`src/rtl/pipe_pkg.sv`:
```
// pipe_pkg: shared payload types, occupancy state and helpers for CPU pipeline stage buffers
package pipe_pkg;
   typedef struct packed {
      logic [31:0] result;
      logic [4:0]  rd;
      logic        we;
   } mw_payload_t;
   typedef struct packed {
      logic [31:0] op_a;
      logic [31:0] op_b;
      logic [3:0]  alu_op;
      logic [4:0]  rd;
      logic        we;
   } ex_payload_t;
   typedef enum logic [1:0] {EMPTY, PARTIAL, FULL} state_t;
   function automatic int clog2_occ(input int depth);
      return $clog2(depth + 1);
   endfunction
endpackage

```
`src/rtl/pipe_ptr.sv`:
```
// pipe_ptr: wrap-around index 0..Depth-1 with increment and synchronous clear
module pipe_ptr #(
   parameter int Depth = 2,
   localparam int PtrW = Depth > 1 ? $clog2(Depth) : 1
) (
   input  logic            clk_i,
   input  logic            reset_ni,
   input  logic            inc_i,
   input  logic            clr_i,
   output logic [PtrW-1:0] ptr_o
);
   always_ff @(posedge clk_i or negedge reset_ni)
      if (!reset_ni) ptr_o <= '0;
      else if (clr_i) ptr_o <= '0;
      else if (inc_i) ptr_o <= (ptr_o == PtrW'(Depth - 1)) ? '0 : ptr_o + 1'b1;
endmodule

```
`src/rtl/pipe_stage_buf.sv`:
```
// pipe_stage_buf: valid/ready circular-buffer pipeline stage with synchronous flush.
// Define PIPE_STAGE_BUF_PERF_EN to add the saturating back-pressure counter stall_cnt_o.
module pipe_stage_buf
   import pipe_pkg::*;
#(
   parameter int DataWidth        = 32,
   parameter int Depth            = 2,
   parameter bit FallThroughReady = 1'b0,
   parameter bit ClearDataOnReset = 1'b0
) (
   input  logic                       clk_i,
   input  logic                       reset_ni,
   input  logic                       flush_i,
   input  logic                       valid_i,
   output logic                       ready_o,
   input  logic [DataWidth-1:0]       data_i,
   output logic                       valid_o,
   input  logic                       ready_i,
   output logic [DataWidth-1:0]       data_o,
   output logic [$clog2(Depth+1)-1:0] count_o,
   output logic                       full_o,
   output logic                       empty_o
`ifdef PIPE_STAGE_BUF_PERF_EN
   ,
   output logic [31:0]                stall_cnt_o
`endif
);
   localparam int CntW = clog2_occ(Depth);
   localparam int PtrW = Depth > 1 ? $clog2(Depth) : 1;
   logic [DataWidth-1:0] mem [Depth];
   logic [PtrW-1:0] wr_ptr, rd_ptr;
   logic [CntW-1:0] count;
   logic push, pop;
   state_t state;
   assign state   = (count == '0) ? EMPTY : (count == CntW'(Depth)) ? FULL : PARTIAL;
   assign empty_o = state == EMPTY;
   assign full_o  = state == FULL;
   assign count_o = count;
   assign valid_o = !empty_o;
   // Fall-through lets a full stage accept while its head leaves, at the cost of a comb ready path
   assign ready_o = FallThroughReady ? (!full_o || ready_i) : !full_o;
   assign push    = valid_i && ready_o && !flush_i;
   assign pop     = valid_o && ready_i && !flush_i;
   assign data_o  = mem[rd_ptr];
   always_ff @(posedge clk_i or negedge reset_ni)
      if (!reset_ni) count <= '0;
      else if (flush_i) count <= '0;
      else if (push && !pop) count <= count + 1'b1;
      else if (pop && !push) count <= count - 1'b1;
   if (ClearDataOnReset) begin : g_clr
      always_ff @(posedge clk_i or negedge reset_ni)
         if (!reset_ni) for (int i = 0; i < Depth; i++) mem[i] <= '0;
         else if (push) mem[wr_ptr] <= data_i;
   end else begin : g_noclr
      always_ff @(posedge clk_i)
         if (push) mem[wr_ptr] <= data_i;
   end
   pipe_ptr #(.Depth(Depth)) u_wr_ptr (
      .clk_i   (clk_i),
      .reset_ni(reset_ni),
      .inc_i   (push),
      .clr_i   (flush_i),
      .ptr_o   (wr_ptr)
   );
   pipe_ptr #(.Depth(Depth)) u_rd_ptr (
      .clk_i   (clk_i),
      .reset_ni(reset_ni),
      .inc_i   (pop),
      .clr_i   (flush_i),
      .ptr_o   (rd_ptr)
   );
`ifdef PIPE_STAGE_BUF_PERF_EN
   logic [1:0] stall_inc;
   assign stall_inc = {1'b0, valid_o && !ready_i} + {1'b0, valid_i && !ready_o};
   always_ff @(posedge clk_i or negedge reset_ni)
      if (!reset_ni) stall_cnt_o <= '0;
      else if (stall_cnt_o > 32'hFFFF_FFFF - 32'(stall_inc)) stall_cnt_o <= '1;
      else stall_cnt_o <= stall_cnt_o + 32'(stall_inc);
`endif
endmodule

```
`config.mk`:
```
export PLATFORM = sky130hd
export DESIGN_NAME = pipe_stage_buf
export DESIGN_NICKNAME = d
export VERILOG_FILES = /design/src/rtl/pipe_pkg.sv /design/src/rtl/pipe_ptr.sv /design/src/rtl/pipe_stage_buf.sv
export SDC_FILE = /design/constraint.sdc
export NUM_CORES = 1
export LEC_CHECK = 0
export ABC_CLOCK_PERIOD_IN_PS = 2450
export CORE_MARGIN = 1.5
export CORE_UTILIZATION = 44
export DETAILED_ROUTE_END_ITERATION = 16
export HOLD_SLACK_MARGIN = 0.06
export PLACE_DENSITY = 0.74
export SYNTH_ARGS = -nofsm -noshare
export SYNTH_HDL_FRONTEND = slang
export SYNTH_HIERARCHICAL = 1
export SYNTH_SLANG_ARGS = --single-unit
```
`constraint.sdc`:
```
create_clock -name clk_i -period 2.45 [get_ports clk_i]
set_clock_uncertainty 0.05 [all_clocks]
set_input_delay 0.3675 -clock clk_i [delete_from_list [all_inputs] [get_ports clk_i]]
set_output_delay 0.3675 -clock clk_i [all_outputs]
set_load 0.01 [all_outputs]
```
==> results.toml <==
[status]
status = "finished, final reports clean"

[placement]
hpwlAfterDp_mm = 3.38
gp_congestion = 0.716
io_buffers = 74
dp_slack_ps = 398

[cts]
clock_latency_ps = 320
cts_hold_buf = 0
cts_setup_buffers = 0
clk_pin_slew_ps = 60
h-tree-depth = 3
cts_made_buffers = 9
cts_tree = "built"
cts_sinks = 68
cts-root-buf = "clkbuf_8"
ctsResizeCount = 0
clk_path_buf_depth = 2

[global_route]
antenna_found_initial = 0
grt_pass1_vias = 1526
grt_pass1_wl_mm = 7.40
grt_most_used_layer = "met2"
grt_max_degree = 33
grt_usage_pct = 16.1
grt-ovfl-total = 0
use_met1_pct = 17.0
grt_use_met3_pct = 3.20
use_met2_pct = 30.5

[pwr]
sw_frac_of_total_pct = 20.6
combPwrFrac_pct = 12.3
max-vdd-ir-drop_mv = 0.392
p_leak_nw = 1.22
power.density_mw_per_mm2 = 663
p_seq_share_pct = 56.1
internal-power_w = 0.00189
power_w = 0.00238
p_sw_w = 0.000491
p_clk_share_pct = 31.6

[sta]
clock.fmax_ghz = 0.447
hold_viol_final = 0
max_slew.worst_pin.slew_ps = 303
slew_viol_final = 0
setup_violations = 0
holdWs_ps = 198
rsz0062_at_grt = "false"
finalCritPeriodShare_pct = 91.4
fin_ws_ps = 211
slew_headroom_pct = 79.8
fin_tns_setup_ps = 0
min_period_ps = 2240

[worst_hold_path]
hp-class = "primary input to asynchronous set/reset pin"

[synthesis]
synthTopCellsByArea = "edfxtp_1 (75%), mux2_2 (11%), dfrtp_1 (3.9%)"
synth_top_area_share_pct = 74.8
synth.largest_area_cell = "edfxtp_1"
syn_avg_cell_area_um2 = 20.4
synth_common_cells = "edfxtp_1 (64), mux2_2 (24), mux2_1 (8)"
synth_cell_types = 23
synth-seq-cells = 68
async_flop_share_pct = 5.88
synth-edff-count = 64
synth_nets = 163
ys_seq_area_share_pct = 78.7
syn_area_mm2 = 0.00257
synth-main-ff-cell = "edfxtp_1"
synth_most_common_cell = "edfxtp_1"
synthCells = 126
synth_warnings = 6

[detailed_routing]
routedWlPerCell_um = 16.6
antenna_left = 0
initialDrtViolationCount = 62
vias = 1421
drc = 0
wl_mm = 4.77
viasPerCell = 4.93
drt_pass1_iterations = 4

[critical_path]
required_ps = 2030
cp.arrival_ps = 1820
critPathCaptureType = "output pin"
path_max_fanout = 32
critPathKind = "flip-flop to output pin"
startpoint = "u_rd_ptr/ptr_o$_DFFE_PN0P_"
r2r-start = "count_o[0]$_DFFE_PN0P_"
cp-start-kind = "flip-flop"

[flow_run]
maxCapViolations = 0

[floorplan]
ios = 75
rows = 27
start_util_pct = 46.1
dieArea_mm2 = 0.00631
fp.dieW_um = 79.4
core_mm2 = 0.00557
die_y_um = 79.4

[final_layout]
antenna_cells = 0
nFillCells = 376
layout-drive-gt1-share_pct = 20.8
utilization_pct = 64.4
multiInputGateArea_um2 = 512
finalNetCount = 248
regArea_mm2 = 0.00202
area_growth_pct = 39.8
==> final timing paths <==
path / slack, ps / cells past startpoint / endpoint
max: 210 / 3 / data_o[27]
min: 200 / 1 / count_o[0]$_DFFE_PN0P_
max reg2reg: 710 / 5 / mem[0][31]$_DFFE_PP_
min reg2reg: 500 / 2 / u_wr_ptr/ptr_o$_DFFE_PN0P_
max in group asynchronous: 1980 / 1 / u_wr_ptr/ptr_o$_DFFE_PN0P_
min in group clk_i: 500 / 2 / u_wr_ptr/ptr_o$_DFFE_PN0P_
==> state kept, by name, indices dropped and copies added (netlist names) <==
register        count
count_o             2
u_rd_ptr/ptr_o      1
u_wr_ptr/ptr_o      1
mem                64
==> critical path, cell delays in order (launching register included) <==
cell and delay (ps):
dfrtp_1 410, buf_12 230, mux2_1 340, clkdlybuf4s50_1 500
==> area by class of cell <==
type / count / area share, %
clock buffer: 13 / 4.15
tap: 72 / 2.51
clock inverter: 3 / 0.418
timing repair buffer: 78 / 22.2
inverter: 2 / 0.209
multi-input combinational: 52 / 14.3
sequential: 68 / 56.3
==> per-stage QoR <==
| stage | cells | instance area, um2 |
|---|---|---|
| after floorplan | 126 | 2570 |
| after global placement | 272 | 3430 |
| after detailed placement | 272 | 3430 |
| after CTS | 288 | 3590 |
| after global routing | 288 | 3590 |
| final | 288 | 3590 |
==> cell families after synthesis <==
kind of cell / synth area share (%)
compound gates: 1.02
xor+xnor: 0.682
buf+inv: 1.36
flops: 78.7
mux: 14.4
simple gates: 3.80
==> power by group through the flow <==
| stage | Sequential, W | Clock [W] | Combinational, W |
|---|---|---|---|
| 3_5_place_dp | 0.00136 | 0 | 0.000294 |
| 2_1_floorplan | 0.00136 | 0 | 0.000113 |
| 6_report | 0.00134 | 0.000752 | 0.000292 |
| 3_3_place_gp | 0.00136 | 0 | 0.000287 |
| 5_1_grt | 0.00134 | 0.000823 | 0.000309 |
| 4_1_cts | 0.00134 | 0.000774 | 0.000296 |
==> cells in the final DEF, fill, tap and decap left out, types with 3 or more instances in the layout <==
master / count
clkinv_2: 3
mux2_1: 8
nor2_1: 3
edfxtp_1: 64
clkbuf_1: 3
clkdlybuf4s50_1: 74
mux2_2: 24
dfrtp_1: 4
clkbuf_8: 10
==> metal layers <==
layer  up-vias  part of all wire (%)  wire, um
li1        656                     -         -
met5         -                     0         0
met1       717                    37      1750
met2        41                    58      2750
met3         7                   4.0       190
met4         0                   1.6        75
Note: power is estimated with default switching activity, not from simulation.
